--- src/rtl/snake_pkg.sv ---
// rtl/snake_pkg.sv - shared playfield constants, cell codes and coordinate types
package snake_pkg;
  localparam int GRID_WIDTH_DFLT     = 32;
  localparam int GRID_HEIGHT_DFLT    = 24;
  localparam int BITS_PER_BLOCK_DFLT = 2;
  localparam int ROW_W = $clog2(GRID_HEIGHT_DFLT);
  localparam int COL_W = $clog2(GRID_WIDTH_DFLT);

  typedef logic [ROW_W-1:0]               row_t;
  typedef logic [COL_W-1:0]               col_t;
  typedef logic [BITS_PER_BLOCK_DFLT-1:0] block_t;

  localparam block_t BLOCK_EMPTY = 2'd0;
  localparam block_t BLOCK_WALL  = 2'd1;
  localparam block_t BLOCK_SNAKE = 2'd2;
  localparam block_t BLOCK_FOOD  = 2'd3;
endpackage

--- src/rtl/food_placer_if.sv ---
// rtl/food_placer_if.sv - request, grid-port and food-status signals of the food placer
interface food_placer_if
  import snake_pkg::*;
#(
  parameter int GRID_WIDTH     = GRID_WIDTH_DFLT,
  parameter int GRID_HEIGHT    = GRID_HEIGHT_DFLT,
  parameter int BITS_PER_BLOCK = BITS_PER_BLOCK_DFLT
) ();
  localparam int VW = $clog2(GRID_HEIGHT);
  localparam int HW = $clog2(GRID_WIDTH);

  logic                      PlaceReq;
  logic [VW-1:0]             CandV;
  logic [HW-1:0]             CandH;
  logic                      GridBusy;
  logic                      RdEn;
  logic [VW-1:0]             RdV;
  logic [HW-1:0]             RdH;
  logic [BITS_PER_BLOCK-1:0] RdData;
  logic                      WrEn;
  logic [VW-1:0]             WrV;
  logic [HW-1:0]             WrH;
  logic [BITS_PER_BLOCK-1:0] WrData;
  logic                      Busy;
  logic                      PlaceDone;
  logic                      PlaceFail;
  logic                      FoodValid;
  logic [VW-1:0]             FoodV;
  logic [HW-1:0]             FoodH;

  modport slave (
    input  PlaceReq, CandV, CandH, GridBusy, RdData,
    output RdEn, RdV, RdH, WrEn, WrV, WrH, WrData,
    output Busy, PlaceDone, PlaceFail, FoodValid, FoodV, FoodH
  );

  modport master (
    output PlaceReq, CandV, CandH, GridBusy, RdData,
    input  RdEn, RdV, RdH, WrEn, WrV, WrH, WrData,
    input  Busy, PlaceDone, PlaceFail, FoodValid, FoodV, FoodH
  );
endinterface

--- src/rtl/food_scan_counter.sv ---
// rtl/food_scan_counter.sv - row-major walk over the interior cells, starting at (1,1)
module food_scan_counter
  import snake_pkg::*;
#(
  parameter int GRID_WIDTH  = GRID_WIDTH_DFLT,
  parameter int GRID_HEIGHT = GRID_HEIGHT_DFLT
) (
  input  logic                           clk,
  input  logic                           rst,
  input  logic                           load,
  input  logic                           advance,
  output logic [$clog2(GRID_HEIGHT)-1:0] scan_v,
  output logic [$clog2(GRID_WIDTH)-1:0]  scan_h,
  output logic                           last
);
  localparam int VW = $clog2(GRID_HEIGHT);
  localparam int HW = $clog2(GRID_WIDTH);
  localparam logic [VW-1:0] V_MAX = VW'(GRID_HEIGHT - 2);
  localparam logic [HW-1:0] H_MAX = HW'(GRID_WIDTH - 2);

  logic [VW-1:0] v_q, v_d;
  logic [HW-1:0] h_q, h_d;

  always_ff @(posedge clk or posedge rst) begin
    if (rst) begin
      v_q <= '0;
      h_q <= '0;
    end else begin
      v_q <= v_d;
      h_q <= h_d;
    end
  end

  always_comb begin
    v_d = v_q;
    h_d = h_q;
    if (load) begin
      v_d = VW'(1);
      h_d = HW'(1);
    end else if (advance) begin
      if (h_q == H_MAX) begin
        h_d = HW'(1);
        v_d = v_q + VW'(1);
      end else begin
        h_d = h_q + HW'(1);
      end
    end
  end

  assign scan_v = v_q;
  assign scan_h = h_q;
  assign last   = (v_q == V_MAX) && (h_q == H_MAX);
endmodule

--- src/rtl/food_placer.sv ---
// rtl/food_placer.sv - finds an empty interior cell (random tries, then linear scan) and writes food there
module food_placer
  import snake_pkg::*;
#(
  parameter int GRID_WIDTH     = GRID_WIDTH_DFLT,
  parameter int GRID_HEIGHT    = GRID_HEIGHT_DFLT,
  parameter int BITS_PER_BLOCK = BITS_PER_BLOCK_DFLT,
  parameter int MAX_TRIES      = 16
) (
  input  logic         MasterClock,
  input  logic         Reset,
  food_placer_if.slave bus
);
  localparam int VW = $clog2(GRID_HEIGHT);
  localparam int HW = $clog2(GRID_WIDTH);
  localparam int TW = $clog2(MAX_TRIES + 1);
  localparam logic [VW-1:0] V_MAX     = VW'(GRID_HEIGHT - 2);
  localparam logic [HW-1:0] H_MAX     = HW'(GRID_WIDTH - 2);
  localparam logic [TW-1:0] TRIES_LIM = TW'(MAX_TRIES);
  localparam logic [BITS_PER_BLOCK-1:0] CODE_EMPTY = BITS_PER_BLOCK'(BLOCK_EMPTY);
  localparam logic [BITS_PER_BLOCK-1:0] CODE_FOOD  = BITS_PER_BLOCK'(BLOCK_FOOD);

  typedef enum logic [3:0] {
    S_IDLE, S_SAMPLE, S_READ, S_CHECK, S_SCAN_READ, S_SCAN_CHECK, S_WRITE, S_DONE, S_FAIL
  } state_t;

  state_t        state_q, state_d;
  logic [TW-1:0] tries_q, tries_d, tries_inc;
  logic [VW-1:0] cand_v_q, cand_v_d, found_v_q, found_v_d, food_v_q, food_v_d;
  logic [HW-1:0] cand_h_q, cand_h_d, found_h_q, found_h_d, food_h_q, food_h_d;
  logic          food_valid_q, food_valid_d;
  logic          retry, scan_load, scan_adv, scan_last, cand_interior;
  logic [VW-1:0] scan_v;
  logic [HW-1:0] scan_h;

  logic                      rd_en, wr_en;
  logic [VW-1:0]             rd_v, wr_v;
  logic [HW-1:0]             rd_h, wr_h;
  logic [BITS_PER_BLOCK-1:0] wr_data;

  food_scan_counter #(
    .GRID_WIDTH  (GRID_WIDTH),
    .GRID_HEIGHT (GRID_HEIGHT)
  ) u_scan (
    .clk     (MasterClock),
    .rst     (Reset),
    .load    (scan_load),
    .advance (scan_adv),
    .scan_v  (scan_v),
    .scan_h  (scan_h),
    .last    (scan_last)
  );

  assign tries_inc     = tries_q + TW'(1);
  assign cand_interior = (bus.CandV != '0) && (bus.CandV <= V_MAX) &&
                         (bus.CandH != '0) && (bus.CandH <= H_MAX);

  always_ff @(posedge MasterClock or posedge Reset) begin
    if (Reset) begin
      state_q      <= S_IDLE;
      tries_q      <= '0;
      cand_v_q     <= '0;
      cand_h_q     <= '0;
      found_v_q    <= '0;
      found_h_q    <= '0;
      food_v_q     <= '0;
      food_h_q     <= '0;
      food_valid_q <= 1'b0;
    end else begin
      state_q      <= state_d;
      tries_q      <= tries_d;
      cand_v_q     <= cand_v_d;
      cand_h_q     <= cand_h_d;
      found_v_q    <= found_v_d;
      found_h_q    <= found_h_d;
      food_v_q     <= food_v_d;
      food_h_q     <= food_h_d;
      food_valid_q <= food_valid_d;
    end
  end

  always_comb begin
    state_d      = state_q;
    tries_d      = tries_q;
    cand_v_d     = cand_v_q;
    cand_h_d     = cand_h_q;
    found_v_d    = found_v_q;
    found_h_d    = found_h_q;
    food_v_d     = food_v_q;
    food_h_d     = food_h_q;
    food_valid_d = food_valid_q;
    retry        = 1'b0;
    scan_load    = 1'b0;
    scan_adv     = 1'b0;
    case (state_q)
      S_IDLE: begin
        if (bus.PlaceReq) begin
          state_d = S_SAMPLE;
          tries_d = '0;
        end
      end
      S_SAMPLE: begin
        cand_v_d = bus.CandV;
        cand_h_d = bus.CandH;
        if (cand_interior) state_d = S_READ;
        else               retry   = 1'b1;
      end
      S_READ: begin
        if (!bus.GridBusy) state_d = S_CHECK;
      end
      S_CHECK: begin
        if (bus.RdData == CODE_EMPTY) begin
          found_v_d = cand_v_q;
          found_h_d = cand_h_q;
          state_d   = S_WRITE;
        end else begin
          retry = 1'b1;
        end
      end
      S_SCAN_READ: begin
        if (!bus.GridBusy) state_d = S_SCAN_CHECK;
      end
      S_SCAN_CHECK: begin
        if (bus.RdData == CODE_EMPTY) begin
          found_v_d = scan_v;
          found_h_d = scan_h;
          state_d   = S_WRITE;
        end else if (scan_last) begin
          state_d = S_FAIL;
        end else begin
          scan_adv = 1'b1;
          state_d  = S_SCAN_READ;
        end
      end
      S_WRITE: begin
        if (!bus.GridBusy) begin
          food_v_d     = found_v_q;
          food_h_d     = found_h_q;
          food_valid_d = 1'b1;
          state_d      = S_DONE;
        end
      end
      S_DONE:  state_d = S_IDLE;
      S_FAIL:  state_d = S_IDLE;
      default: state_d = S_IDLE;
    endcase
    // Running out of random tries hands over to the exhaustive scan.
    if (retry) begin
      tries_d = tries_inc;
      if (tries_inc == TRIES_LIM) begin
        state_d   = S_SCAN_READ;
        scan_load = 1'b1;
      end else begin
        state_d = S_SAMPLE;
      end
    end
  end

  always_comb begin
    rd_en   = 1'b0;
    rd_v    = '0;
    rd_h    = '0;
    wr_en   = 1'b0;
    wr_v    = '0;
    wr_h    = '0;
    wr_data = '0;
    case (state_q)
      S_READ: begin
        rd_en = ~bus.GridBusy;
        rd_v  = cand_v_q;
        rd_h  = cand_h_q;
      end
      S_SCAN_READ: begin
        rd_en = ~bus.GridBusy;
        rd_v  = scan_v;
        rd_h  = scan_h;
      end
      S_WRITE: begin
        wr_en   = ~bus.GridBusy;
        wr_v    = found_v_q;
        wr_h    = found_h_q;
        wr_data = CODE_FOOD;
      end
      default: ;
    endcase
  end

  assign bus.RdEn      = rd_en;
  assign bus.RdV       = rd_v;
  assign bus.RdH       = rd_h;
  assign bus.WrEn      = wr_en;
  assign bus.WrV       = wr_v;
  assign bus.WrH       = wr_h;
  assign bus.WrData    = wr_data;
  assign bus.Busy      = (state_q != S_IDLE);
  assign bus.PlaceDone = (state_q == S_DONE);
  assign bus.PlaceFail = (state_q == S_FAIL);
  assign bus.FoodValid = food_valid_q;
  assign bus.FoodV     = food_v_q;
  assign bus.FoodH     = food_h_q;
endmodule

--- src/flat_wrapper.sv ---
// flat-port wrapper written by rule: the top's interface ports become plain ports
module food_placer_flat import snake_pkg::*;
#(
  parameter int GRID_WIDTH     = GRID_WIDTH_DFLT,
  parameter int GRID_HEIGHT    = GRID_HEIGHT_DFLT,
  parameter int BITS_PER_BLOCK = BITS_PER_BLOCK_DFLT,
  parameter int MAX_TRIES      = 16
)
  (MasterClock, Reset, bus_PlaceReq, bus_CandV, bus_CandH, bus_GridBusy, bus_RdData, bus_RdEn, bus_RdV, bus_RdH, bus_WrEn, bus_WrV, bus_WrH, bus_WrData, bus_Busy, bus_PlaceDone, bus_PlaceFail, bus_FoodValid, bus_FoodV, bus_FoodH);
  food_placer_if #(.GRID_WIDTH(GRID_WIDTH), .GRID_HEIGHT(GRID_HEIGHT), .BITS_PER_BLOCK(BITS_PER_BLOCK)) bus_i ();
  input  logic MasterClock;
  input  logic Reset;
  input wire logic [$bits(bus_i.PlaceReq)-1:0] bus_PlaceReq;
  input wire logic [$bits(bus_i.CandV)-1:0] bus_CandV;
  input wire logic [$bits(bus_i.CandH)-1:0] bus_CandH;
  input wire logic [$bits(bus_i.GridBusy)-1:0] bus_GridBusy;
  input wire logic [$bits(bus_i.RdData)-1:0] bus_RdData;
  output wire logic [$bits(bus_i.RdEn)-1:0] bus_RdEn;
  output wire logic [$bits(bus_i.RdV)-1:0] bus_RdV;
  output wire logic [$bits(bus_i.RdH)-1:0] bus_RdH;
  output wire logic [$bits(bus_i.WrEn)-1:0] bus_WrEn;
  output wire logic [$bits(bus_i.WrV)-1:0] bus_WrV;
  output wire logic [$bits(bus_i.WrH)-1:0] bus_WrH;
  output wire logic [$bits(bus_i.WrData)-1:0] bus_WrData;
  output wire logic [$bits(bus_i.Busy)-1:0] bus_Busy;
  output wire logic [$bits(bus_i.PlaceDone)-1:0] bus_PlaceDone;
  output wire logic [$bits(bus_i.PlaceFail)-1:0] bus_PlaceFail;
  output wire logic [$bits(bus_i.FoodValid)-1:0] bus_FoodValid;
  output wire logic [$bits(bus_i.FoodV)-1:0] bus_FoodV;
  output wire logic [$bits(bus_i.FoodH)-1:0] bus_FoodH;
  assign bus_i.PlaceReq = bus_PlaceReq;
  assign bus_i.CandV = bus_CandV;
  assign bus_i.CandH = bus_CandH;
  assign bus_i.GridBusy = bus_GridBusy;
  assign bus_i.RdData = bus_RdData;
  assign bus_RdEn = bus_i.RdEn;
  assign bus_RdV = bus_i.RdV;
  assign bus_RdH = bus_i.RdH;
  assign bus_WrEn = bus_i.WrEn;
  assign bus_WrV = bus_i.WrV;
  assign bus_WrH = bus_i.WrH;
  assign bus_WrData = bus_i.WrData;
  assign bus_Busy = bus_i.Busy;
  assign bus_PlaceDone = bus_i.PlaceDone;
  assign bus_PlaceFail = bus_i.PlaceFail;
  assign bus_FoodValid = bus_i.FoodValid;
  assign bus_FoodV = bus_i.FoodV;
  assign bus_FoodH = bus_i.FoodH;
  food_placer #(.GRID_WIDTH(GRID_WIDTH), .GRID_HEIGHT(GRID_HEIGHT), .BITS_PER_BLOCK(BITS_PER_BLOCK), .MAX_TRIES(MAX_TRIES)) u_core (.MasterClock(MasterClock), .Reset(Reset), .bus(bus_i));
endmodule
--- config.mk ---
export PLATFORM = sky130hd
export DESIGN_NAME = food_placer_flat
export DESIGN_NICKNAME = d
export VERILOG_FILES = /design/src/rtl/snake_pkg.sv /design/src/rtl/food_placer_if.sv /design/src/rtl/food_scan_counter.sv /design/src/rtl/food_placer.sv /design/src/flat_wrapper.sv
export SDC_FILE = /design/constraint.sdc
export NUM_CORES = 1
export LEC_CHECK = 0
export ABC_AREA = 1
export CORE_ASPECT_RATIO = 1.75
export CORE_MARGIN = 2
export CORE_UTILIZATION = 45
export DETAILED_ROUTE_END_ITERATION = 6
export PLACE_DENSITY = 0.72
export SYNTH_ARGS = -nofsm -noshare
export SYNTH_HDL_FRONTEND = slang
export SYNTH_SLANG_ARGS = --single-unit
export TNS_END_PERCENT = 1
--- constraint.sdc ---
create_clock -name MasterClock -period 3.6 [get_ports MasterClock]
set_input_delay 0.9 -clock MasterClock [delete_from_list [all_inputs] [get_ports MasterClock]]
set_output_delay 0.9 -clock MasterClock [all_outputs]
set_load 0.02 [all_outputs]
# After elaboration in Yosys (flattened, before gate mapping)
# Cells that the tools add are included.
# word_totals
elab_cells	97
register_bits	50
in_bits	16
output_inout_bits	38
# op_classes
n_mux	41
bitwise	1
order_cmp	2
add_sub_neg	3
eq_ne	19
n_reduce_logical	20
# ops
cell	n
$mux W5	15
$pmux W5 S2	4
$mux W4	9
$pmux W4 S7	1
$eq A4 B3 Y1 const B	4
$add A5 B1 Y5 const B	3
$eq A5 B5 Y1 const B	3
$ne A3 B2 Y1 const B	4
$le A5 B5 Y1 const B	2
$reduce_bool A2 Y1	5
$reduce_bool A5 Y1	2
$mux W1	9
$eq A4 B2 Y1 const B	2
$ne A3 B1 Y1 const B	2
$reduce_and A2 Y1	3
$reduce_and A6 Y1	1
$eq A4 B1 Y1 const B	1
$eq A4 B4 Y1 const B	1
$logic_and A1 B1 Y1	4
$logic_not A4 Y1	1
$ne A2 B1 Y1 const B	2
$reduce_bool A4 Y1	1
$mux W3	1
$reduce_and A3 Y1	1
5 further kinds	5

# Depth between registers and ports, before layout
# Gate-level depths: netlist (run 1).
# logic_depth
ltp_word	9
mapped_depth	11
mapped_depth_nobuf	10

# Hierarchy
# Synthesis (run 1) repeated with hierarchy kept, for this count alone.
# hier_totals
cells_unflattened	344
hier_area_um2	2738.9
# by_module_without_submodules
mod	instances	seq_area_each_um2	cells_per_inst	area_each_um2
food_placer	1	1001.0	269	2133.3
food_scan_counter	1	250.2	75	605.6

# Worst setup path before layout (run 1)
# Ideal clock, no wire load.
# synth_timing
kind	reg2out
from	register u_core.state_q[1]
to	output port bus_WrData[1]
path_stages_with_launch	7
setup_slack_ns	1.341
t_required_ns	2.700
t_arrival_ns	1.359
cell_sequence	dfrtp_1 inv_1 nor2_4 nand2_2 buf_1 inv_1 buf_4
# synth_via
elab_chain_len	2
# synth_rtl
item	line	rtl
from (decl)	food_placer.sv:27	state_t state_q, state_d;
from (signal assigned)	food_placer.sv:70	state_q <= state_d;
$eq A4 B3 Y1	food_placer.sv:167	case (state_q)
$mux W2	food_placer.sv:167	
to (decl)	flat_wrapper.sv:24	output wire logic [$bits(bus_i.WrData)-1:0] bus_WrData;
# No other way between the ends.

# Worst setup path in the final report (run 1)
# layout_timing
from	input port bus_GridBusy
to	output port bus_RdEn
# layout_via
elab_chain_len	2
# layout_rtl
item	line	rtl
from (decl)	flat_wrapper.sv:16	input wire logic [$bits(bus_i.GridBusy)-1:0] bus_GridBusy;
$not A1 Y1 (no line)	--	
$mux W1	--	
to (decl)	flat_wrapper.sv:18	output wire logic [$bits(bus_i.RdEn)-1:0] bus_RdEn;
# No other way between the ends.

==> results of run 1 <==
[logic make-up after synthesis]
kind of cell	count (synthesis)	synth area share
simple gates	151	0.251
xor+xnor	8	0.0258
compound gates	66	0.140
fa+ha+maj	5	0.0230
flops	50	0.460
buf+inv	65	0.0999
[critical path: cells and delay by family]
family / cells / cell delay, ns
AOI/OAI and AO/OA: 1 / 0.19
buffers and inverters: 2 / 1.15
[power by group]
group,internal [mW],switching [mW]
sequential,0.802,0.164
clock,0.207,0.182
combinational,0.493,0.730
total,1.50,1.08
[layer usage]
| layer | up-vias | GRT usage | wire length, µm |
|---|---|---|---|
| met5 | - | 0 | 0 |
| met2 | 67 | 0.374 | 3460 |
| met4 | 0 | 0.110 | 247 |
| met3 | 17 | 0.0262 | 193 |
| met1 | 1139 | 0.221 | 2440 |
| li1 | 1209 | - | - |
[flip-flops by register name (all words and copies together) (netlist names)]
| signal | flops |
|---|---|
| u_core.bus.FoodV | 5 |
| u_core.bus.FoodH | 5 |
| u_core.u_scan.scan_v | 5 |
| u_core.tries_q | 5 |
| u_core.found_v_q | 5 |
| u_core.cand_v_q | 5 |
| u_core.u_scan.scan_h | 5 |
| u_core.bus.FoodValid | 1 |
| u_core.state_q | 4 |
| u_core.cand_h_q | 5 |
| u_core.found_h_q | 5 |
[cell usage after synthesis, drive strengths merged]
library cell   n
clkbuf         5
inv           51
nor2          33
ha             5
nor4           1
a211oi         1
xor2           6
nand3         20
dfrtp         50
or2            3
buf            9
a21oi          2
nand4          6
o21ai         43
nand2         85
o211ai        15
xnor2          2
nor3           3
o22ai          4
a31oi          1
[through the flow]
stage / cells / utilization
6_report: 473 / 0.578
5_1_grt: 473 / 0.578
4_1_cts: 473 / 0.578
3_5_place_dp: 465 / 0.559
3_3_place_gp: 465 / 0.559
2_1_floorplan: 345 / -
[worst paths after layout]
| kind | from | to | depth (start not counted) |
|---|---|---|---|
| setup / recovery | bus_GridBusy | bus_RdEn | 3 |
| hold / removal | u_core.bus.FoodValid | u_core.bus.FoodValid | 1 |
| setup reg to reg | u_core.state_q[3] | u_core.u_scan.scan_h[2] | 9 |
| hold reg to reg | u_core.bus.FoodValid | u_core.bus.FoodValid | 1 |
| max in group asynchronous | Reset | u_core.u_scan.scan_h[0] | 3 |
| min in group asynchronous | Reset | u_core.bus.FoodValid | 2 |
[layout make-up]
cell class | count | area, µm² | area share
flip-flops and latches | 50 | 1250 | 0.368
multi-input cells | 230 | 1200 | 0.352
clock buffers | 6 | 72.6 | 0.0213
well taps | 78 | 97.6 | 0.0287
repair buffers | 56 | 553 | 0.163
inverters | 51 | 191 | 0.0563
clock inverters | 2 | 37.5 | 0.0110
[cells in the final DEF, fill, tap and decap left out, types with 2 or more instances in the layout]
cell type	netlist	final
clkdlybuf4s50_1	0	53
nand3_1	19	19
o211ai_1	15	15
xnor2_1	2	2
nor2_1	28	28
nor2_4	2	2
nand2_1	80	80
nand4_1	6	6
clkbuf_8	0	5
inv_1	46	45
xor2_1	6	6
nor3_1	3	3
nor2_2	3	3
inv_2	5	6
o22ai_1	4	4
dfrtp_1	50	50
a21oi_1	2	2
buf_4	4	3
o21ai_1	5	5
or2_0	2	2
ha_1	5	5
nand2_4	3	3
o21ai_0	37	37
nand2_2	2	2
==> flow_summary.toml, run 1 <==
[drt]
drt_iter0_drc = 79
firstDrtPassIters = 5
wl_per_cell_um = 13.4
via_per_inst = 5.14
routed_wl_mm = 6.35
ant_nets = 0
num_vias = 2432
drc_errors = 0

[finish]
design_area_um2 = 3400
nNetsFinal = 415
areaGrowthSynthToFinish_pct = 25.0
drive_gt1_frac = 0.0734
n_fill_cell = 560
antenna_cells = 0

[sta]
rsz0062_at_grt = "false"
finalClockSkew_ns = 0.00848
setup_viol = 0
finalCritPeriodShare = 0.875
hold_viol_final = 0
drv_slew = 0
tns_ns = 0
worst_slew_pin_slew_ns = 0.513
hold_slack_ns = 0.484
slew_headroom = 0.657
max_freq_mhz = 317
finalCriticalPeriod_ns = 3.15
worst_slack_ns = 0.449

[critical_path]
cp-start-kind = "input pin"
crit_path_max_fanout = 3
worstSetupPathType = "input pin to primary output"
cp_cell_sequence = "clkdlybuf4s50_1 > a21oi_1 > clkdlybuf4s50_1"
rrSetupSlack_ns = 1.44
end_kind = "primary output"
slowest_delay_ns = 0.62
cp_data_arrival_time_ns = 2.25
critPathSlowestCell = "clkdlybuf4s50_1"
worst_ep_required_time_ns = 2.70
path_common_cell = "clkdlybuf4s50_1"

[global_route]
grt_overflow = 0
first_global_vias = 2406
antenna_found_initial = 0
grt_max_degree = 35
grt_pass1_wl_mm = 10.8
grtUsageTotal = 0.202

[synthesis]
yosys.area.top_type = "dfrtp_1"
avgSynthCellArea_um2 = 7.88
synthCells = 345
ys_ff_latch = 50
syn_nets = 366
netlist_area_um2 = 2720
seq_area_frac_synth = 0.460
yosysUniqueCellTypes = 33
ys_warn_count = 0
synth.area.top_cells = "dfrtp_1 (46%), nand2_1 (11%), o21ai_0 (6.8%)"
synth_top_cell_area_share = 0.460

[power]
power.total_mw = 2.58
power_density_nw_per_um2 = 759
ir_drop_mv = 0.322
p_leak_nw = 1.60

[clocking]
clock_path_buffers = 2
cts_resized = 0
cts-root-buf = "clkbuf_8"
clkTransAtPathRegs_ns = 0.09
tritoncts = "done"
cts_buffers = 5
holdBufCountCts = 0
insertion_delay_ns = 0.30
cts.sinks = 50
cts-htree-levels = 2
post_cts_buffers = 0

[placement]
dp_hpwl_mm = 4.93
placed_cell_area_um2 = 3290
place_congestion = 0.864
place_ws_ns = 0.468
port_buffers = 53

[floorplanning]
die_area_um2 = 6700
io_pins = 54
die_h_um = 107
initial_core_util = 0.462
rows = 37
fp.dieW_um = 62.8
fp.coreArea_um2 = 5880

[min_path]
hold_path_class = "flop to flop"

[flow_run]
max_cap_viol_count = 0

[status]
outcome = "finished clean"
Note: power is estimated with default switching activity, not from simulation.
==> inputs of run 2 (changes only) <==
SLEW_MARGIN = 5   (was not set)
==> results of run 2 <==
The final DEF is identical to that of run 1; final timing and power are the same.
==> inputs of run 3 (changes only) <==
ABC_AREA = not set   (was 1)
==> flow_summary.toml, run 3 <==
[finish]
areaGrowthSynthToFinish_pct = 27.5
layout.cells.non_filler = 422
n_fill_cell = 541
final_common_cell = "clkdlybuf4s50_1"
nNetsFinal = 364
antenna_cells = 0
fin_util = 0.594
drive_gt1_frac = 0.105
regArea_um2 = 1250
multi_input_area_um2 = 1410
layout_common_cells = "clkdlybuf4s50_1 (53), nand2_1 (51), dfrtp_1 (50)"
design_area_um2 = 3520

[sta]
rsz0062_at_grt = "false"
drv_slew = 0
tns_ns = 0
setup_viol = 0
finalCritPeriodShare = 0.916
finalClockSkew_ns = 0.00455
slew_headroom = 0.621
worst_slew_pin_slew_ns = 0.564
hold_viol_final = 0
worst_slack_ns = 0.304
finalCriticalPeriod_ns = 3.30
max_freq_mhz = 303
hold_slack_ns = 0.482

[min_path]
hold_path_class = "flop to flop"
min_from = "u_core.bus.FoodValid"

[synthesis]
seq_area_frac_synth = 0.453
netlist_area_um2 = 2760
yosys.area.top_type = "dfrtp_1"
synth.area.top_cells = "dfrtp_1 (45%), nand2_1 (6.9%), mux2i_1 (3.6%)"
synth_edf_count = 0
ys_ff_latch = 50
synth_common_cells = "nand2_1 (51), dfrtp_1 (50), nor2_1 (20)"
syn_nets = 313
synth_top_cell_area_share = 0.453
avgSynthCellArea_um2 = 9.45
yosysUniqueCellTypes = 57
ys_warn_count = 0
synth.most_common_cell = "nand2_1"
ys.flop_type = "dfrtp_1"
async_flop_share = 1.00
synthCells = 292

[drt]
routed_wl_mm = 6.07
wl_per_cell_um = 14.4
drc_errors = 0
num_vias = 2328
firstDrtPassIters = 4
drt_iter0_drc = 80
via_per_inst = 5.52
ant_nets = 0

[global_route]
first_global_vias = 2238
grt_pass1_wl_mm = 10.6
antenna_found_initial = 0
grt_overflow = 0
grtUsageTotal = 0.195
grt_max_degree = 36

[floorplanning]
rows = 37
die_area_um2 = 6800
fp.coreArea_um2 = 5930
die_h_um = 108
initial_core_util = 0.466
io_pins = 54
fp.dieW_um = 63.2

[power]
p_leak_nw = 1.57
power.total_mw = 2.61
p_seq_frac = 0.386
p_int_mw = 1.61
ir_drop_mv = 0.314
power_density_nw_per_um2 = 742
power_switching_mw = 1.00
pwr-share-comb = 0.434
p_clk_frac = 0.180
p_sw_frac = 0.384

[clocking]
holdBufCountCts = 0
cts-htree-levels = 2
clkTransAtPathRegs_ns = 0.09
cts.sinks = 50
post_cts_buffers = 0
cts_resized = 0
cts_buffers = 5
tritoncts = "done"
cts-root-buf = "clkbuf_8"
clock_path_buffers = 2
insertion_delay_ns = 0.31

[critical_path]
worst_ep_required_time_ns = 2.70
cp_data_arrival_time_ns = 2.40
worstSetupPathType = "flop to primary output"
cp-startpoint = "u_core.state_q[2]"
reg2reg_from = "u_core.state_q[1]"
cp-start-kind = "flop"
crit_path_max_fanout = 16
end_kind = "primary output"

[placement]
port_buffers = 53
place_ws_ns = 0.399
placed_cell_area_um2 = 3380
place_congestion = 0.866
dp_hpwl_mm = 4.55
place_inst = 414

[flow_run]
max_cap_viol_count = 0

[status]
outcome = "finished clean"
==> run 3: power groups by stage <==
stage	sequential, mW	combinational (mW)	clock, mW
5_1_grt	1.05	1.26	0.506
3_3_place_gp	1.01	1.11	0
2_1_floorplan	0.988	0.735	0
3_5_place_dp	1.02	1.14	0
4_1_cts	1.00	1.15	0.483
6_report	1.01	1.13	0.470
==> run 3: path summary, 6_finish.rpt <==
check                                        to  slack, ns  cells after the start
max                                  bus_RdV[0]       0.30                      5
min                        u_core.bus.FoodValid       0.48                      1
max reg2reg                   u_core.tries_q[2]       1.54                      5
min reg2reg                u_core.bus.FoodValid       0.48                      1
max in group asynchronous    u_core.cand_v_q[3]       1.97                      3
min in group asynchronous  u_core.bus.FoodValid       0.87                      2
==> run 3: cell families after synthesis <==
group / after synthesis / share of synthesized area
flops: 50 / 0.453
fa+ha+maj: 5 / 0.0227
compound gates: 52 / 0.137
mux: 21 / 0.0852
xor+xnor: 5 / 0.0159
simple gates: 136 / 0.251
buf+inv: 23 / 0.0354
==> run 3: critical path, stage by stage, from the launching register on <==
cell and delay [ns]:
dfrtp_1 0.63, nand2b_1 0.23, nor3_1 0.24, buf_4 0.22, a22o_1 0.15, clkdlybuf4s50_1 0.61
==> run 3: layout make-up <==
type                            instances  share of cell area
Timing Repair Buffer                   63               0.172
Sequential cell                        50               0.356
Inverter                                4             0.00427
Tap cell                               78              0.0277
Multi-Input combinational cell        219               0.401
Clock buffer                            5              0.0196
Clock inverter                          3              0.0196
==> run 3: metal layers <==
| metal | wire, µm | vias up | track usage |
|---|---|---|---|
| li1 | - | 1141 | - |
| met1 | 2450 | 1124 | 0.223 |
| met2 | 3310 | 58 | 0.363 |
| met3 | 226 | 5 | 0.0314 |
| met4 | 82 | 0 | 0.0668 |
| met5 | 0 | - | 0 |
